## src/rtl/clock_pkg.sv

```systemverilog
// rtl/clock_pkg.sv - shared clock constants, segment codes and BCD helper
package clock_pkg;

  localparam int NUM_DIGITS = 6;

  typedef logic [6:0] seg_t;

  // Active-low {g,f,e,d,c,b,a}
  localparam seg_t SEG_0     = 7'h40;
  localparam seg_t SEG_1     = 7'h79;
  localparam seg_t SEG_2     = 7'h24;
  localparam seg_t SEG_3     = 7'h30;
  localparam seg_t SEG_4     = 7'h19;
  localparam seg_t SEG_5     = 7'h12;
  localparam seg_t SEG_6     = 7'h02;
  localparam seg_t SEG_7     = 7'h78;
  localparam seg_t SEG_8     = 7'h00;
  localparam seg_t SEG_9     = 7'h10;
  localparam seg_t SEG_DASH  = 7'h3F;
  localparam seg_t SEG_BLANK = 7'h7F;

  localparam logic [5:0] SEC_MAX = 6'd59;
  localparam logic [5:0] MIN_MAX = 6'd59;
  localparam logic [4:0] HR_MAX  = 5'd23;

  function automatic logic [7:0] bin2bcd_2d(input logic [5:0] v);
    logic [5:0] tens;
    logic [5:0] units;
    tens  = v / 6'd10;
    units = v - (tens * 6'd10);
    return {tens[3:0], units[3:0]};
  endfunction

endpackage

```

## src/rtl/seg7_decode.sv

```systemverilog
// rtl/seg7_decode.sv - one decimal digit to active-low 7-segment pattern
module seg7_decode
  import clock_pkg::*;
(
  input  logic [3:0] digit_i,
  input  logic       dash_i,
  input  logic       blank_i,
  output seg_t       seg_o
);

  always_comb begin
    seg_o = SEG_DASH;
    if (blank_i) begin
      seg_o = SEG_BLANK;
    end else if (!dash_i) begin
      case (digit_i)
        4'd0:    seg_o = SEG_0;
        4'd1:    seg_o = SEG_1;
        4'd2:    seg_o = SEG_2;
        4'd3:    seg_o = SEG_3;
        4'd4:    seg_o = SEG_4;
        4'd5:    seg_o = SEG_5;
        4'd6:    seg_o = SEG_6;
        4'd7:    seg_o = SEG_7;
        4'd8:    seg_o = SEG_8;
        4'd9:    seg_o = SEG_9;
        default: seg_o = SEG_DASH;
      endcase
    end
  end

endmodule

```

## src/rtl/clock_display_scan.sv

```systemverilog
// rtl/clock_display_scan.sv - HH MM SS time-multiplexed 6-digit 7-segment scanner
module clock_display_scan
  import clock_pkg::*;
#(
  parameter int REFRESH_DIV = 50000,
  parameter bit BLANK_LEAD  = 1'b1
) (
  input  logic       clk,
  input  logic       reset,
  input  logic [5:0] seconds,
  input  logic [5:0] minutes,
  input  logic [4:0] hours,
  output logic [5:0] anode,
  output logic [6:0] seg,
  output logic       dp
);

  localparam int DIV_W = $clog2(REFRESH_DIV);
  localparam logic [DIV_W-1:0] DIV_LAST = DIV_W'(REFRESH_DIV - 1);
  localparam logic [2:0] LAST_DIGIT = 3'(NUM_DIGITS - 1);

  logic [DIV_W-1:0] div_cnt_q, div_cnt_d;
  logic [2:0]       digit_idx_q, digit_idx_d;
  logic [5:0]       sec_q, sec_d;
  logic [5:0]       min_q, min_d;
  logic [4:0]       hr_q, hr_d;
  logic             tick, tick_q;
  logic [5:0]       anode_q, anode_d;
  seg_t             seg_q, seg_d;
  logic             dp_q, dp_d;

  assign tick = (div_cnt_q == DIV_LAST);

  // The snapshot is only taken as the scan wraps to digit 0, so a whole frame is coherent
  always_comb begin
    div_cnt_d   = tick ? '0 : div_cnt_q + 1'b1;
    digit_idx_d = digit_idx_q;
    sec_d       = sec_q;
    min_d       = min_q;
    hr_d        = hr_q;
    if (tick) begin
      digit_idx_d = (digit_idx_q == LAST_DIGIT) ? 3'd0 : digit_idx_q + 3'd1;
      if (digit_idx_d == 3'd0) begin
        sec_d = seconds;
        min_d = minutes;
        hr_d  = hours;
      end
    end
  end

  logic [7:0] bcd_sec, bcd_min, bcd_hr;
  logic       sec_ok, min_ok, hr_ok;
  logic [3:0] mux_digit;
  logic       mux_dash, mux_blank;

  assign bcd_sec = bin2bcd_2d(sec_q);
  assign bcd_min = bin2bcd_2d(min_q);
  assign bcd_hr  = bin2bcd_2d({1'b0, hr_q});
  assign sec_ok  = (sec_q <= SEC_MAX);
  assign min_ok  = (min_q <= MIN_MAX);
  assign hr_ok   = (hr_q <= HR_MAX);

  always_comb begin
    mux_digit = 4'd0;
    mux_dash  = 1'b0;
    mux_blank = 1'b0;
    case (digit_idx_q)
      3'd0: begin
        mux_digit = bcd_hr[7:4];
        mux_dash  = !hr_ok;
        mux_blank = BLANK_LEAD && hr_ok && (hr_q < 5'd10);
      end
      3'd1: begin
        mux_digit = bcd_hr[3:0];
        mux_dash  = !hr_ok;
      end
      3'd2: begin
        mux_digit = bcd_min[7:4];
        mux_dash  = !min_ok;
      end
      3'd3: begin
        mux_digit = bcd_min[3:0];
        mux_dash  = !min_ok;
      end
      3'd4: begin
        mux_digit = bcd_sec[7:4];
        mux_dash  = !sec_ok;
      end
      default: begin
        mux_digit = bcd_sec[3:0];
        mux_dash  = !sec_ok;
      end
    endcase
  end

  seg7_decode u_seg7_decode (
    .digit_i (mux_digit),
    .dash_i  (mux_dash),
    .blank_i (mux_blank),
    .seg_o   (seg_d)
  );

  // Colon dots follow digits 1 and 3 and blink with the seconds LSB
  assign dp_d    = ~(((digit_idx_q == 3'd1) || (digit_idx_q == 3'd3)) && !sec_q[0]);
  assign anode_d = ~(6'b1 << digit_idx_q);

  always_ff @(posedge clk or negedge reset) begin
    if (!reset) begin
      div_cnt_q   <= '0;
      digit_idx_q <= LAST_DIGIT;
      sec_q       <= '0;
      min_q       <= '0;
      hr_q        <= '0;
      tick_q      <= 1'b0;
      anode_q     <= 6'h3F;
      seg_q       <= SEG_BLANK;
      dp_q        <= 1'b1;
    end else begin
      div_cnt_q   <= div_cnt_d;
      digit_idx_q <= digit_idx_d;
      sec_q       <= sec_d;
      min_q       <= min_d;
      hr_q        <= hr_d;
      tick_q      <= tick;
      if (tick_q) begin
        anode_q <= anode_d;
        seg_q   <= seg_d;
        dp_q    <= dp_d;
      end
    end
  end

  assign anode = anode_q;
  assign seg   = seg_q;
  assign dp    = dp_q;

endmodule

```

## config.mk

```make
export PLATFORM = sky130hd
export DESIGN_NAME = clock_display_scan
export DESIGN_NICKNAME = d
export VERILOG_FILES = /design/src/rtl/clock_pkg.sv /design/src/rtl/seg7_decode.sv /design/src/rtl/clock_display_scan.sv
export SDC_FILE = /design/constraint.sdc
export NUM_CORES = 1
export LEC_CHECK = 0
export ABC_AREA = 1
export BUFFER_PORTS_ARGS = -buffer_cell sky130_fd_sc_hd__buf_2
export CELL_PAD_IN_SITES_DETAIL_PLACEMENT = 0
export CELL_PAD_IN_SITES_GLOBAL_PLACEMENT = 2
export CORE_MARGIN = 2
export CORE_UTILIZATION = 25
export CTS_CLUSTER_SIZE = 28
export DETAILED_ROUTE_END_ITERATION = 10
export PLACE_DENSITY_LB_ADDON = 0.08
export RECOVER_POWER = 25
export SYNTH_ARGS = -nofsm -noshare
export SYNTH_HDL_FRONTEND = slang
export SYNTH_HIERARCHICAL = 1
export SYNTH_SLANG_ARGS = --single-unit
export TNS_END_PERCENT = 50
```

## constraint.sdc

```tcl
create_clock -name clk -period 7.51 [get_ports clk]
set_input_delay 1.1265 -clock clk [delete_from_list [all_inputs] [get_ports clk]]
set_output_delay 1.1265 -clock clk [all_outputs]
set_load 0.02 [all_outputs]
```

---- Word level (Yosys, flattened, before mapping) ----
Memories as Yosys holds them, arrays and structs flattened.
Index checks and enable logic that the tools add are counted.
word-level totals
  flip-flop bits (word level) ............. 51
  memory bits (read-only) ................. 112
  bits of input ports ..................... 19
  output and inout port bits .............. 14
  logic and storage cells ................. 53
  memories kept ........................... 1
cells by class
  $add $sub $neg .......................... 5
  multipliers ............................. 3
  div/mod/pow operators ................... 3
  $lt $le $gt $ge ......................... 4
  equal/unequal tests ..................... 6
  shift operators ......................... 1
  muxes and demuxes ....................... 7
  bitwise operators ....................... 2
  reductions and logical operators ........ 12
memory list
  name              words  bits a word  read ports  clocked after memory_dff  write ports  line               text
  (name not given)  16     7            1           0                         0            seg7_decode.sv:16  case (digit_i)
operators by type and width
  kind                                                                   count
  4-bit case mux with 5 select lines                                     1
  6-bit by 3-bit multiplier with 3-bit output (second input constant)    3
  16-bit by 1-bit adder with 16-bit output (second input constant)       1
  16-bit == test (second input constant)                                 1
  16-bit 2-to-1 mux                                                      1
  7-bit 2-to-1 mux                                                       2
  6-bit by 4-bit divider with 6-bit output (second input constant)       2
  6-bit <= comparator (second input constant)                            2
  4-bit subtractor                                                       3
  5-bit by 4-bit divider with 6-bit output (second input constant)       1
  3-bit by 2-bit == test with 1-bit output (second input constant)       2
  3-bit == test (second input constant)                                  2
  3-bit logical NOT                                                      2
  6-bit NOT                                                              1
  1-bit by 3-bit left shift with 6-bit output (first input constant)     1
  5-bit <= comparator (second input constant)                            1
  5-bit by 4-bit < comparator with 1-bit output (second input constant)  1
  1-bit logical NOT                                                      4
  2-bit OR reduction                                                     2
  3-bit by 1-bit adder with 3-bit output (second input constant)         1
  3-bit by 1-bit == test with 1-bit output (second input constant)       1
  3-bit 2-to-1 mux                                                       1
  1-bit logical AND                                                      2
  1-bit case mux with 2 select lines                                     1
  4 further kinds                                                        4

---- Depth between registers and ports, before layout ----
Gate-level depths: netlist of run 1.
An unclocked memory read counts as a cell.
  depth in word-level cells ............... 7
  mapped depth ............................ 24
  mapped depth without buffers ............ 24

---- Hierarchy ----
Netlist of run 1, hierarchy kept.
by module, submodules not included
  module              instances  cells an instance  area an instance (µm²)  sequential area each (µm²)
  clock_display_scan  1          333                2919.0                  1296.2
  seg7_decode         1          41                 216.5                   0.0

---- Least setup slack after synthesis of run 1 ----
Ideal clock, no wire load.
  kind .................................... register to register
  start point ............................. reg sec_q[5]
  end point ............................... reg seg_q[1] (netlist: seg[1])
  setup time .............................. 0.061 ns
  data arrival time ....................... 3.063 ns
  required time ........................... 7.449 ns
  slack ................................... 4.386 ns
  cell stages (with the launch flop) ...... 24
  period minus slack after synthesis ...... 3.124 ns
  cell sequence ........................... dfrtp_1 inv_1 o21ai_0 nor2_1 a21oi_1 ha_1 nand2_1 nand2_1 nand2_1 ha_1 inv_1 fa_1 xor2_1 inv_1 nand3_1 nand2_1 nor2_1 a21oi_1 inv_2 nor2_2 nor2_4 nand2_1 nand2_1 nand2_1
between the ends
  word-level cells in the longest chain between the ends .. 7
  elaborated cells between the ends (all ways) .. 10
RTL lines
  item                                          line                       text
  from (decl)                                   clock_display_scan.sv:24   logic [5:0] sec_q, sec_d;
  from (signal assigned)                        clock_display_scan.sv:111  sec_q <= '0;
  from (signal assigned)                        clock_display_scan.sv:121  sec_q <= sec_d;
  6-bit by 4-bit divider with 6-bit output (*)  clock_pkg.sv:29            tens = v / 6'd10;
  6-bit by 3-bit multiplier with 3-bit output   clock_pkg.sv:30            units = v - (tens * 6'd10);
  4-bit subtractor                              clock_pkg.sv:30
  4-bit case mux with 5 select lines (*)        clock_display_scan.sv:67   case (digit_idx_q)
  via mux_digit[3]                              clock_display_scan.sv:53   logic [3:0] mux_digit;
  memory 16 x 7 bit (*)                         --
  7-bit 2-to-1 mux (*)                          seg7_decode.sv:15          end else if (!dash_i) begin
  7-bit 2-to-1 mux (*)                          seg7_decode.sv:13          if (blank_i) begin
  via seg_d[1]                                  clock_display_scan.sv:29   seg_t seg_q, seg_d;
  to (signal assigned)                          clock_display_scan.sv:127  seg_q <= seg_d;
  to (decl)                                     clock_display_scan.sv:29
The timed path passes the listed nets; every way through them passes the cells marked *.
A chain may end at the register's enable or synchronous reset.

---- Worst setup path in the final report of run 1 ----
  start point ............................. reg sec_q[5]
  end point ............................... reg seg_q[3] (netlist: seg[3])
The elaborated chain is that of the path after synthesis.

==> results of run 1 <==
==> layer usage <==
| layer | GRT usage [%] | up-vias | share of wire [%] |
|---|---|---|---|
| li1 | - | 1285 | - |
| met1 | 17.50 | 1158 | 52 |
| met5 | 0 | - | 0 |
| met4 | 4.762 | 0 | 1.6 |
| met3 | 2.354 | 8 | 2.8 |
| met2 | 19.34 | 27 | 44 |
==> how the worst max path moves through the flow <==
stage                     startpoint     end  slack [ns]  cells past startpoint
final                       sec_q[5]  seg[3]        3.80                     23
after global routing        sec_q[5]  seg[5]        3.35                     23
after CTS                   sec_q[5]  seg[3]        3.76                     23
after detailed placement    sec_q[5]  seg[3]        3.80                     23
after global placement      sec_q[5]  seg[3]        3.85                     23
after floorplan             sec_q[5]  seg[1]        4.39                     23
==> cell usage in the layout (no fill, tap or decap), types with 2 or more instances in the layout <==
cell type,instances
sky130_fd_sc_hd__clkbuf_16,5
sky130_fd_sc_hd__buf_2,32
sky130_fd_sc_hd__clkbuf_1,3
sky130_fd_sc_hd__fa_1,3
sky130_fd_sc_hd__a31oi_1,3
sky130_fd_sc_hd__inv_1,57
sky130_fd_sc_hd__o21ai_0,17
sky130_fd_sc_hd__o22ai_1,2
sky130_fd_sc_hd__nor3_1,6
sky130_fd_sc_hd__a21oi_1,16
sky130_fd_sc_hd__xor2_1,9
sky130_fd_sc_hd__dfrtp_1,35
sky130_fd_sc_hd__mux2_4,10
sky130_fd_sc_hd__nor4_1,4
sky130_fd_sc_hd__ha_1,13
sky130_fd_sc_hd__nand3_1,26
sky130_fd_sc_hd__nor2_1,28
sky130_fd_sc_hd__mux2_2,7
sky130_fd_sc_hd__nand4_1,3
sky130_fd_sc_hd__inv_2,3
sky130_fd_sc_hd__o21ai_2,3
sky130_fd_sc_hd__nand2_2,2
sky130_fd_sc_hd__nand2_1,89
sky130_fd_sc_hd__nor2_2,3
sky130_fd_sc_hd__nor3_2,2
sky130_fd_sc_hd__o221ai_1,2
sky130_fd_sc_hd__dfstp_2,16
==> critical path, stage by stage, from the launching register on <==
cell	delay, ns
sky130_fd_sc_hd__dfrtp_1	0.47
sky130_fd_sc_hd__inv_1	0.11
sky130_fd_sc_hd__o21ai_0	0.24
sky130_fd_sc_hd__nor2_1	0.08
sky130_fd_sc_hd__a21oi_1	0.36
sky130_fd_sc_hd__ha_1	0.31
sky130_fd_sc_hd__nand2_1	0.07
sky130_fd_sc_hd__nand2_1	0.08
sky130_fd_sc_hd__nand2_1	0.12
sky130_fd_sc_hd__ha_1	0.15
sky130_fd_sc_hd__inv_1	0.04
sky130_fd_sc_hd__fa_1	0.38
sky130_fd_sc_hd__xor2_1	0.17
sky130_fd_sc_hd__inv_1	0.08
sky130_fd_sc_hd__nand3_1	0.08
sky130_fd_sc_hd__nand2_1	0.06
sky130_fd_sc_hd__nor2_1	0.05
sky130_fd_sc_hd__a21oi_1	0.27
sky130_fd_sc_hd__inv_2	0.12
sky130_fd_sc_hd__nor2_2	0.16
sky130_fd_sc_hd__nor2_4	0.06
sky130_fd_sc_hd__nand2_1	0.06
sky130_fd_sc_hd__nand2_1	0.05
sky130_fd_sc_hd__nand2_1	0.08
==> metrics by stage <==
step	util, %	cells	setup WS (ns)	hold WS [ns]
global route	29.90	580	3.354	0.4765
global placement	28.85	572	3.845	0.4567
detailed placement	28.85	572	3.798	0.4546
CTS	29.99	580	3.764	0.4651
floorplan	-	374	4.386	0.4535
finish	29.90	580	3.796	0.4599
==> power breakdown <==
part	internal [mW]	leakage (nW)	switching, mW
logic	0.0248	1.16	0.0364
clock network	0.124	0.0679	0.106
registers	0.280	0.600	0.00566
==> cell type report <==
| class | count | area (sq um) | share of cell area, % |
|---|---|---|---|
| clock inverter | 1 | 5.005 | 0.1382 |
| tap | 168 | 210.2 | 5.805 |
| inverter | 60 | 225.2 | 6.220 |
| timing repair buffer | 33 | 163.9 | 4.527 |
| sequential | 51 | 1296 | 35.80 |
| multi-input combinational | 260 | 1588 | 43.85 |
| clock buffer | 7 | 132.6 | 3.663 |
==> flip-flops by register name, summed over array words and instances, names as in the netlist <==
name	cells
anode	6
digit_idx_q	3
div_cnt_q	16
dp	1
hr_q	5
min_q	6
sec_q	6
seg	7
tick_q	1
==> kinds of logic (layout without fill, tap and decap cells) <==
logic type,Yosys count,in the layout,share of synthesized area [%]
and+or+nand+nor,170,170,24.98
buffers and inverters,63,101,7.782
DFF,51,51,41.34
AOI/OAI and AO/OA,48,48,8.979
muxes,17,17,7.302
adders and majority gates,16,16,7.103
xor gates and xnor gates,9,9,2.514
==> results.md, run 1 <==
- The synthesized netlist cell count is 374.
- In this run the remaining antenna-violating nets after routing total 0.
- For this run, the number of Yosys warnings is 6.
- By instance count, the leading cell after synthesis is sky130_fd_sc_hd__nand2_1.
- The number of antenna violations at the first check in global routing is 0.
- The first global-routing pass estimated 13000 microns of wire.
- The per-cell via count in the routed design is 4.272.
- Sorting the synthesized cells by how often they occur yields 89 x sky130_fd_sc_hd__nand2_1, 57 x sky130_fd_sc_hd__inv_1, 35 x sky130_fd_sc_hd__dfrtp_1, 27 x sky130_fd_sc_hd__nor2_1, 25 x sky130_fd_sc_hd__nand3_1.
- The area of the die is 13450 sq um.
- The clock period minus final worst setup slack is 3.714 ns.
- After layout, the design draws a total of 0.5764 mW.
- The final-report setup violation count is 0.
- Measured in cells, the most critical reg-to-reg path has a length of 23.
- The pre-antenna-repair detailed-routing pass consisted of 4 iterations.
- Global routing finished with a remaining overflow of 0.
- The maximum number of pins on one net before global-route repair is 52.
- The net count of the finished layout is 446.
- For the final routed database, the setup TNS stands at 0 ns.
- The synthesized design contains 0 enable-type register cells.
- Clock-pin slew was measured on the worst setup and hold paths at 0.06 ns.
- The flip-flop and latch count after synthesis is 51.
- Headroom to the max-slew limit came out at -87.33%.
- The total of cells resized after clock tree synthesis is 0.
- The final max-slew violation count is 52.
- The number of global-route vias before repair is 2590.
- Data arrives at the worst endpoint at 3.96 ns.
- After synthesis, the cell types taking the most area are sky130_fd_sc_hd__dfrtp_1 28%, sky130_fd_sc_hd__dfstp_2 13%, sky130_fd_sc_hd__nand2_1 11%.
- The end of the worst register-to-register path is seg[3].
- The H-tree was split into 2 levels.
- At the pin with the least slew margin, the transition time is 2.810 ns.
- The initial DRC count is 102.
- The kind of start point of the critical path is a register.
- The growth of design area from synthesis to finish is 15.48%.
- The fraction of layout instances using a drive strength above 1 is 22.09%.
- The detailed-route wire length per cell is 13.01 microns.
- Across every metal layer, demand over resource in global routing totals 12.55%.
- The critical path class is register to register.
- The synthesized design spends more area on one cell type than any other, namely sky130_fd_sc_hd__dfrtp_1.
- The startpoint identified for the worst hold timing path is seg[6].
- The vertical die dimension is 116.0 microns.
- The cell depth of the worst hold path is 2.
- The width of the chip is 116.0 microns.
- After floorplanning, the core was sized to cover 12110 sq um.
- The final layout contains routed wiring with a total length of 7546 microns.
- The area of placed instances is 3495 sq um.
- The cell area that synthesis handed to floorplanning was 3136 sq um.
- For this design the ratio of total power to cell area is 159.2 nW/um^2.
- The longest clock path from root to sink contains 2 buffers.
- The number of inserted filler cells in the final layout is 1329.
- The via total after detailed routing is 2478.
- Each instance of the synthesized netlist takes up on average 8.384 sq um.
- Of all flip-flops after synthesis, the portion carrying an async set or reset was 100.0%.
- The number of buffers inserted during clock tree synthesis is 5.
- The diode insertion count for antenna repair is 0.
- The final reports fail on max-capacitance violations, max-slew violations.
- Based on the critical path, the design can be clocked at up to 269.2 MHz.
- The post-detailed-placement half-perimeter wirelength is 5664 microns.
- The worst supply voltage drop on vdd is 0.06128 mV.
- In this run the post-CTS setup repair buffer count came out at 0.
- The number of endpoints with negative hold slack in the final report is 0.
- The clock tree from TritonCTS is done.
- During I/O placement, the number of pins put on the boundary was 33.
- The congestion estimate from routability-driven global placement came to 0.7427.
- The count of max-cap constraint violations is 1.
- The number of sinks driven by the clock tree is 51.
- The path with the worst hold slack has its endpoint at seg[6].
- Along the worst path, the maximum fanout reaches 7.
- The remaining design rule violation count is 0.
- The number of buffers inserted for hold repair after clock tree synthesis is 0.
- Clock latency on the worst-skew pair, taken at its later pin, is 0.30 ns.
- The initial standard-cell utilization of the core is 25.89%.
- The share of Yosys cell area claimed by the top area cell type is 27.93%.
- The sort of element at the end of the critical path is a register.
- The total of buffers placed on input and output ports is 32.
- The number of nets in the synthesized netlist is 409.
- The path class of the tightest hold or removal check is register to register.
- The root cell of the clock tree is sky130_fd_sc_hd__clkbuf_16.
- The flow ran to the end, but the final reports show violations.
- The static leakage power is 1.826 nW.
- Setup repair after global routing left no endpoint under its margin.
- The reg-to-reg startpoint is sec_q[5].
- The commonest register cell after synthesis is sky130_fd_sc_hd__dfrtp_1.
- The worst register-to-register path has a setup slack of 3.80 ns.
- STA puts the critical path data required time at 7.75 ns.
- The sequential share of the synthesized area is 41.34%.
- The total number of placement rows is 40.
- The fraction of the cycle the final worst path needs is 49.46%.
- The finished cells cover 3621 sq um.
- The number of distinct library cells after synthesis is 38.
- The clock tree skew after final layout is 0.006849 ns.
Note: power is estimated with default switching activity, not from simulation.
==> run 2: changes to the inputs <==
==> constraint.sdc (replaced) <==
create_clock -name clk -period 3.15 [get_ports clk]
set_input_delay 0.4725 -clock clk [delete_from_list [all_inputs] [get_ports clk]]
set_output_delay 0.4725 -clock clk [all_outputs]
set_load 0.02 [all_outputs]
==> run 2 against run 1 <==
  * Via count is 3.8% higher
  * Highest routed layer unchanged
  * First-iteration DRC count up 17%
  * Largest power group unchanged
  * The flow still finishes with violations (max-capacitance violations, max-slew violations)
  * Maximum frequency increased by 24%
==> results.md, run 2 (synthesized netlist as in run 1, its figures left out) <==
- The launch point of the worst path is sec_q[5].
- The top-level port count was 33 (unchanged).
- The share of power burned in the clock network came to 42.7% (+2.8 points).
- The part of the power in combinational logic came to 13.2% (+2.6 points).
- The later-pin clock latency in the skew report is 0.30 ns (about the same).
- Setup repair after global routing could not meet its margin everywhere.
- The area of the die was 13450 sq um (unchanged).
- The detailed-route wire length is 7722 microns (+2.3%).
- The initial standard-cell utilization of the core is 25.89% (unchanged).
- TritonCTS built the clock tree.
- The detailed-route wire length per cell came to 12.72 microns (-2.2%).
- The diode insertion count for antenna repair is 0 (unchanged).
- The final max-slew violation count is 45 (-13%).
- The clock tree buffer depth is 2 (unchanged).
- The register bank with the most flops is div_cnt_q.
- The final-report setup violation count was 0 (unchanged).
- The critical path is of the register to register type.
- The met3 routing resource usage after global routing is 3.400% (+1.0 points).
- The per-cell via count in the routed design was 4.236 (-0.86%).
- The routability congestion estimate is 0.7471 (+0.59%).
- The post-detailed-placement half-perimeter wirelength was 5830 microns (+2.9%).
- The required time at the worst-slack endpoint is 3.40 ns (-4.35 ns).
- The highest attainable clock frequency was 333.7 MHz (+24%).
- The post-route worst hold slack came to 0.3960 ns (-0.06386 ns).
- STA classifies the critical path startpoint as a register.
- The growth of design area from synthesis to finish is 26.74%.
- The via total after detailed routing was 2571 (+3.8%).
- The startpoint identified for the worst register-to-register timing path is sec_q[5].
- The maximum number of pins on one net before global-route repair is 45 (-13%).
- The number of inserted filler cells in the final layout is 1332 (+0.23%).
- The global routing met1 resource utilization came to 17.38% (-0.12 points).
- The busiest layer in global routing is met2.
- The clock period minus final worst setup slack came to 2.997 ns (-0.7174 ns).
- The remaining design rule violation count is 0 (unchanged).
- The register clock-pin slew on the reported worst setup and hold paths is 0.07 ns (about the same).
- The initial DRC count is 119 (+17%).
- The number of routed nets with antenna violations is 0 (unchanged).
- The flip-flop count of the largest register after layout was 16 (unchanged).
- The count of cells along the worst register-to-register path is 23 (unchanged).
- The cell depth of the worst hold path is 2 (unchanged).
- The final reports fail on max-capacitance violations, max-slew violations.
- The flow ran to the end, but the final reports show violations.
- The number of buffers inserted for hold repair after clock tree synthesis is 0 (unchanged).
- The proportion of total power due to net switching is 24.57% (-1.2 points).
- The power share of the sequential group is 44.2% (-5.3 points).
- The worst hold path begins at minutes[3].
- The slew at the pin with the worst max-slew slack came to 2.592 ns (-0.2175 ns).
- The vertical die dimension was 116.0 microns (unchanged).
- The count of max-cap constraint violations is 1 (unchanged).
- The number of endpoints with negative hold slack in the final report is 0 (unchanged).
- The number of antenna violations at the first check in global routing is 0 (unchanged).
- The data arrival time at the worst-slack endpoint is 3.24 ns (-0.72 ns).
- The number of sinks driven by the clock tree came to 51 (unchanged).
- The net count of the finished layout is 473 (+6.1%).
- The width of the chip is 116.0 microns (unchanged).
- The total congestion overflow is 0 (unchanged).
- The worst relative slew slack was -72.82% (+15 points).
- The total number of placement rows is 40 (unchanged).
- The wire length of the first global-routing pass is 13140 microns (+1.1%).
- The fraction of the cycle the final worst path needs is 95.15% (+46 points).
- The total of buffers placed on input and output ports was 32 (unchanged).
- The power density over the cells is 386.2 nW/um^2 (+140%).
- Leaving out fill and tap cells, the most frequent cell in the layout is sky130_fd_sc_hd__nand2_1.
- The overall routing resource usage came to 12.81% (+0.26 points).
- The worst supply voltage drop on vdd is 0.1801 mV (+190%).
- The power spent charging and discharging nets came to 0.3770 mW (+150%).
- The total instance count after detailed placement is 593 (+3.7%).
- The fraction of layout instances using a drive strength above 1 was 34.40% (+12 points).
- The number of levels in the clock H-tree came to 2 (unchanged).
- The root cell of the clock tree is sky130_fd_sc_hd__clkbuf_16.
- The global-route met2 utilization is 19.96% (+0.62 points).
- The number of global-route vias before repair is 2620 (+1.2%).
- The internal power contribution was 1.158 mW (+170%).
- The maximum net fanout on the critical path is 4 (-3).
- The clock tree skew after final layout is 0.004387 ns (-0.002462 ns).
- Leaving out fill and tap cells, the most frequent cells in the layout are 84 x sky130_fd_sc_hd__nand2_1, 51 x sky130_fd_sc_hd__inv_1, 33 x sky130_fd_sc_hd__dfrtp_1.
- The number of detailed-routing iterations run before antenna repair is 4 (unchanged).
- The core outline area is 12110 sq um (unchanged).
- STA classifies the critical path endpoint as a register.
- The path class of the lowest-slack min-delay path is input port to register.
- The static leakage power is 1.977 nW (+8.3%).
- The non-filler instance count after layout was 607 (+4.7%).
- The number of buffers inserted during clock tree synthesis is 5 (unchanged).
==> run 2: cell types whose count changed in the layout (fill, tap and decap cells not counted), moves of 3 or more <==
cell / change
sky130_fd_sc_hd__nand3_1: -3
sky130_fd_sc_hd__nand2_2: +5
sky130_fd_sc_hd__inv_1: -6
sky130_fd_sc_hd__a21oi_1: -6
sky130_fd_sc_hd__nand2_1: -5
sky130_fd_sc_hd__inv_2: +6
sky130_fd_sc_hd__nor2_2: +3
sky130_fd_sc_hd__a21oi_2: +5
sky130_fd_sc_hd__nand3_2: +3
sky130_fd_sc_hd__nor2_1: -4
sky130_fd_sc_hd__buf_4: +28
==> run 2: timing repair <==
item / 4_1_cts / 5_1_grt
gates resized for setup: 1 / 35
pin swaps: 1 / 18
setup buffers: 3 / 3
endpoints found under the setup margin: 6 / 7
==> run 2: layout make-up <==
cell class	instances	area, sq um	area share [%]
sequential	51	1299	32.68
timing repair buffer	60	369.1	9.288
inverter	60	225.2	5.668
clock inverter	2	35.03	0.8816
multi-input combinational	260	1697	42.70
tap	168	210.2	5.290
clock buffer	6	138.9	3.495
==> run 2: metal layers <==
metal / routed length, microns / part of all wire (%) / vias to the layer above
met4: 107 / 1.4 / 0
met2: 3466 / 45 / 37
met1: 3875 / 50 / 1187
li1: - / - / 1340
met5: 0 / 0 / -
met3: 272 / 3.5 / 7
==> run 2: path summary, 6_finish.rpt <==
kind	to	slack, ns
min reg2reg	seg[4]	0.46
max	seg[6]	0.15
min in group asynchronous	min_q[5]	0.98
max reg2reg	seg[6]	0.15
min	min_q[3]	0.40
max in group asynchronous	sec_q[3]	0.52
==> run 2: power groups by stage <==
stage               registers [mW]  clock network (mW)  logic [mW]
floorplan                    0.688                   0      0.0978
global placement             0.688                   0       0.181
detailed placement           0.689                   0       0.179
CTS                          0.676               0.689       0.182
global route                 0.680               0.714       0.232
finish                       0.678               0.655       0.202
==> run 2: per-stage QoR <==
step                setup slack, ns  utilization (%)  TNS, ns  total power [mW]  cell area (sq um)
detailed placement          -0.1110            30.15  -0.5365            0.8679               3652
global placement           -0.04086            30.15  -0.1896            0.8685               3652
finish                       0.1529            32.81        0             1.535               3974
global route                -0.1269            32.81  -0.8712             1.626               3974
CTS                        0.001136            31.81        0             1.547               3852
floorplan                   0.02611                -        0            0.7856               3136
==> run 2: worst max-delay path, stage by stage, from the launching register on <==
cell and delay [ns]:
sky130_fd_sc_hd__dfrtp_1 0.42, sky130_fd_sc_hd__buf_4 0.17, sky130_fd_sc_hd__o21ai_4 0.13, sky130_fd_sc_hd__nor2_2 0.05, sky130_fd_sc_hd__a21oi_2 0.16, sky130_fd_sc_hd__ha_1 0.25, sky130_fd_sc_hd__nand2_1 0.07, sky130_fd_sc_hd__nand2_2 0.07
sky130_fd_sc_hd__nand2_2 0.10, sky130_fd_sc_hd__ha_4 0.13, sky130_fd_sc_hd__inv_2 0.03, sky130_fd_sc_hd__fa_2 0.32, sky130_fd_sc_hd__xor2_1 0.14, sky130_fd_sc_hd__inv_1 0.08, sky130_fd_sc_hd__nand3_1 0.08, sky130_fd_sc_hd__nand2_1 0.06
sky130_fd_sc_hd__nor2_2 0.12, sky130_fd_sc_hd__a21oi_2 0.05, sky130_fd_sc_hd__buf_4 0.14, sky130_fd_sc_hd__nor2_2 0.09, sky130_fd_sc_hd__nand3_1 0.07, sky130_fd_sc_hd__nand2_1 0.08, sky130_fd_sc_hd__nand2_1 0.06, sky130_fd_sc_hd__nand2_1 0.07
==> run 3: changes to the inputs <==
--- a/config.mk
+++ b/config.mk
@@ -5,15 +5,14 @@
 export SDC_FILE = /design/constraint.sdc
 export NUM_CORES = 1
 export LEC_CHECK = 0
-export ABC_AREA = 1
 export BUFFER_PORTS_ARGS = -buffer_cell sky130_fd_sc_hd__buf_2
 export CELL_PAD_IN_SITES_DETAIL_PLACEMENT = 0
 export CELL_PAD_IN_SITES_GLOBAL_PLACEMENT = 2
 export CORE_MARGIN = 2
-export CORE_UTILIZATION = 25
+export CORE_UTILIZATION = 34
 export CTS_CLUSTER_SIZE = 28
 export DETAILED_ROUTE_END_ITERATION = 10
-export PLACE_DENSITY_LB_ADDON = 0.08
+export PLACE_DENSITY = 0.85
 export RECOVER_POWER = 25
 export SYNTH_ARGS = -nofsm -noshare
 export SYNTH_HDL_FRONTEND = slang
==> run 3 against run 2 <==
  * The run ends with max-capacitance violations, max-slew violations, negative setup slack left
  * Clock skew up 0.00054 ns
  * Clock power shrank 29%
  * Via count shrank 7.9%
  * Core utilization up 9.7 points
  * Wire length is 14% lower
  * Register-to-register slack got worse by 0.48 ns
  * Worst setup slack got worse by 0.48 ns
  * Die area shrank 29%
  * Synthesized cell count down 18%
  * Cell area shrank 7.7%
  * Global-route usage grew 2.2 points
==> results.md, run 3 <==
- In this run the worst hold path is classified as input port to asynchronous set/reset pin.
- The highest attainable clock frequency was 288.0 MHz (-14%).
- The sort of element at the end of the critical path is a register.
- The final reports fail on max-capacitance violations, max-slew violations, negative setup slack.
- The total number of placement rows came to 34 (-15%).
- The number of distinct library cells after synthesis is 50 (+32%).
- The worst supply voltage drop on vdd was 0.2070 mV (+15%).
- Ranked by instance count, the synthesized netlist is headed by 35 x sky130_fd_sc_hd__dfrtp_1, 35 x sky130_fd_sc_hd__nor2_1, 33 x sky130_fd_sc_hd__o21ai_0, 26 x sky130_fd_sc_hd__nand2_1, 16 x sky130_fd_sc_hd__dfstp_2.
- The core outline area is 8636 sq um (-29%).
- The number of detailed-routing iterations run before antenna repair is 4 (unchanged).
- The per-cell via count in the routed design was 4.925 (+16%).
- The remaining design rule violation count came to 0 (unchanged).
- The slew at the pin with the worst max-slew slack was 1.673 ns (-0.9198 ns).
- The flow ran to the end, but the final reports show violations.
- Leaving out fill and tap cells, the most frequent cells in the layout are 36 x sky130_fd_sc_hd__buf_4, 35 x sky130_fd_sc_hd__dfrtp_1, 32 x sky130_fd_sc_hd__nor2_1.
- The width of the chip came to 97.69 microns (-16%).
- The non-filler instance count after layout is 481 (-21%).
- The flip-flop and latch count after synthesis came to 51 (unchanged).
- The number of buffers inserted during clock tree synthesis is 5 (unchanged).
- The clock period minus final worst setup slack is 3.472 ns (+0.4754 ns).
- The diode insertion count for antenna repair was 0 (unchanged).
- The count of cells along the worst register-to-register path is 18 (-22%).
- The later-pin clock latency in the skew report is 0.31 ns (about the same).
- The net count of the finished layout is 407 (-14%).
- The post-detailed-placement half-perimeter wirelength is 4919 microns (-16%).
- The sequential share of the synthesized area is 43.44% (+2.1 points).
- The register bank with the most flops is div_cnt_q.
- The final max-slew violation count came to 33 (-27%).
- The flip-flop count of the largest register after layout is 16 (unchanged).
- The count of max-cap constraint violations is 1 (unchanged).
- The via total after detailed routing is 2369 (-7.9%).
- The wire length of the first global-routing pass is 11670 microns (-11%).
- The routability congestion estimate was 0.8687 (+16%).
- The number of levels in the clock H-tree is 2 (unchanged).
- The power density over the cells came to 311.8 nW/um^2 (-19%).
- The total number of yosys warnings came to 6 (unchanged).
- The maximum number of pins on one net before global-route repair is 33 (-27%).
- The overall routing resource usage is 14.99% (+2.2 points).
- The dominant cell type by area after synthesis is sky130_fd_sc_hd__dfrtp_1.
- The number of buffers inserted for hold repair after clock tree synthesis is 0 (unchanged).
- The number of sinks driven by the clock tree is 51 (unchanged).
- The number of routed nets with antenna violations is 0 (unchanged).
- The post-synthesis cell area was 2984 sq um (-4.8%).
- The required time at the worst-slack endpoint is 3.40 ns (about the same).
- The initial DRC count is 86 (-28%).
- Setup repair after global routing could not meet its margin everywhere.
- The commonest register cell after synthesis is sky130_fd_sc_hd__dfrtp_1.
- The number of nets in the synthesized netlist is 342 (-16%).
- The fraction of the cycle the final worst path needs is 110.2% (+15 points).
- The final worst setup slack was -0.3225 ns (-0.4754 ns).
- The top-level port count is 33 (unchanged).
- The fraction of layout instances using a drive strength above 1 is 33.78% (-0.62 points).
- TritonCTS built the clock tree.
- The initial standard-cell utilization of the core is 34.56% (+8.7 points).
- The total congestion overflow is 0 (unchanged).
- The clock tree buffer depth came to 2 (unchanged).
- The count of flip-flops with a built-in enable after synthesis came to 0 (unchanged).
- The final standard cell area without fillers was 3669 sq um (-7.7%).
- The detailed-route wire length per cell is 13.86 microns (+9.0%).
- The number of global-route vias before repair was 2408 (-8.1%).
- The area of placed instances was 3486 sq um (-4.6%).
- The vertical die dimension is 97.69 microns (-16%).
- The total of buffers placed on input and output ports is 32 (unchanged).
- The number of endpoints with negative hold slack in the final report is 0 (unchanged).
- Ranked by total cell area, the synthesized netlist is headed by sky130_fd_sc_hd__dfrtp_1 29%, sky130_fd_sc_hd__dfstp_2 14%, sky130_fd_sc_hd__mux2_2 5.7%.
- The worst setup path is of the register to register kind.
- The post-route worst hold slack is 0.3527 ns (-0.04336 ns).
- The clock tree skew after final layout is 0.004926 ns (+0.0005392 ns).
- The share of Yosys cell area claimed by the top area cell type came to 29.35% (+1.4 points).
- The register clock-pin slew on the reported worst setup and hold paths is 0.10 ns (+0.03 ns).
- The number of antenna violations at the first check in global routing came to 0 (unchanged).
- The root cell of the clock tree is sky130_fd_sc_hd__clkbuf_8.
- The data arrival time at the worst-slack endpoint was 3.72 ns (+0.48 ns).
- The worst setup path is launched from a register.
- The maximum net fanout on the critical path is 6 (+2).
- Leaving out fill and tap cells, the most frequent cell in the layout is sky130_fd_sc_hd__buf_4.
- The proportion of register bits with asynchronous set or reset after synthesis is 100.0% (unchanged).
- The setup slack after placement is -0.3516 ns (-0.2406 ns).
- The synthesized netlist cell count is 307 (-18%).
- The static leakage power is 1.753 nW (-11%).
- The area of the die was 9542 sq um (-29%).
- The detailed-route wire length is 6668 microns (-14%).
- The total instance count after detailed placement was 470 (-21%).
- The worst relative slew slack is -11.51% (+61 points).
- The growth of design area from synthesis to finish is 22.94%.
- The final-report setup violation count is 7 (+7).
- The synthesized area divided by synthesized cell count is 9.720 sq um (+16%).
[run 3: changes by cell type after synthesis, sizes merged, moves of 7 or more]
cell	before	now
nand2b	0	9
nor2b	0	7
inv	60	15
nor3	9	2
o21ai	20	33
nand2	91	26
xnor2	0	9
nand3	27	11
[run 3: worst paths after layout]
kind,start,end,slack (ns)
min in group clk,hours[3],hr_q[3],0.37
worst min-delay path,reset,min_q[4],0.35
max in group asynchronous,reset,hr_q[1],0.71
worst max register to register,min_q[3],seg[3],-0.32
worst min register to register,anode[2],anode[2],0.49
worst max-delay path,min_q[3],seg[3],-0.32
[run 3: logic make-up (layout without fill, tap and decap cells)]
family          after synthesis  count (layout)  share of synthesized area (%)
flops                        51              51                          43.44
simple gates                107             107                          18.32
compound gates               67              67                          13.46
buf+inv                      27              93                          4.360
mux                          19              19                          7.086
xor+xnor                     20              20                          5.870
fa+ha+maj                    16              16                          7.464
[run 3: cell type report]
class | instances | area, sq um
fillers | 884 | 4967
multi-input cells | 229 | 1633
flip-flops and latches | 51 | 1296
repair buffers | 69 | 432.9
well taps | 108 | 135.1
clock buffers | 5 | 68.82
inverters | 16 | 60.06
clock inverters | 3 | 42.54
[run 3: worst max-delay path, stage by stage, from the launching register on]
cell and delay [ns]:
sky130_fd_sc_hd__dfrtp_1 0.42, sky130_fd_sc_hd__nor2_1 0.06, sky130_fd_sc_hd__o21ai_1 0.13, sky130_fd_sc_hd__a22o_1 0.17
sky130_fd_sc_hd__inv_1 0.05, sky130_fd_sc_hd__ha_1 0.28, sky130_fd_sc_hd__nand2b_1 0.10, sky130_fd_sc_hd__nand4b_1 0.11
sky130_fd_sc_hd__o211ai_1 0.15, sky130_fd_sc_hd__ha_2 0.24, sky130_fd_sc_hd__fa_2 0.44, sky130_fd_sc_hd__o21ai_2 0.16
sky130_fd_sc_hd__mux2i_1 0.12, sky130_fd_sc_hd__a21oi_2 0.30, sky130_fd_sc_hd__buf_4 0.18, sky130_fd_sc_hd__nand2_1 0.07
sky130_fd_sc_hd__o21ai_0 0.10, sky130_fd_sc_hd__o21ai_1 0.08, sky130_fd_sc_hd__mux2_2 0.27
[run 3: through the flow]
step	total power, mW	utilization (%)	TNS [ns]
after floorplan	0.6677	-	-1.332
after global placement	0.6924	40.37	-1.589
after detailed placement	0.6930	40.37	-2.166
after CTS	1.169	41.96	-2.182
after global routing	1.195	42.48	-3.894
final	1.144	42.48	-2.053
[run 3: per-layer routing]
metal	track usage (%)	up-vias	part of all wire, %
met5	0	-	0
met4	5.128	0	1.7
met3	2.662	6	3.2
met2	24.99	35	48
met1	19.66	1140	47
li1	-	1188	-
[run 3: power by group]
| part | internal [mW] | switching [mW] |
|---|---|---|
| sequential | 0.655 | 0 |
| combinational | 0.00793 | 0.0154 |
| clock | 0.237 | 0.228 |
[run 3: timing repair]
action / 4_1_cts / 5_1_grt
cloned: 0 / 0
resized for setup: 9 / 8
pin swaps: 13 / 10
endpoints found under the setup margin: 7 / 7
buffers inserted: 2 / 2
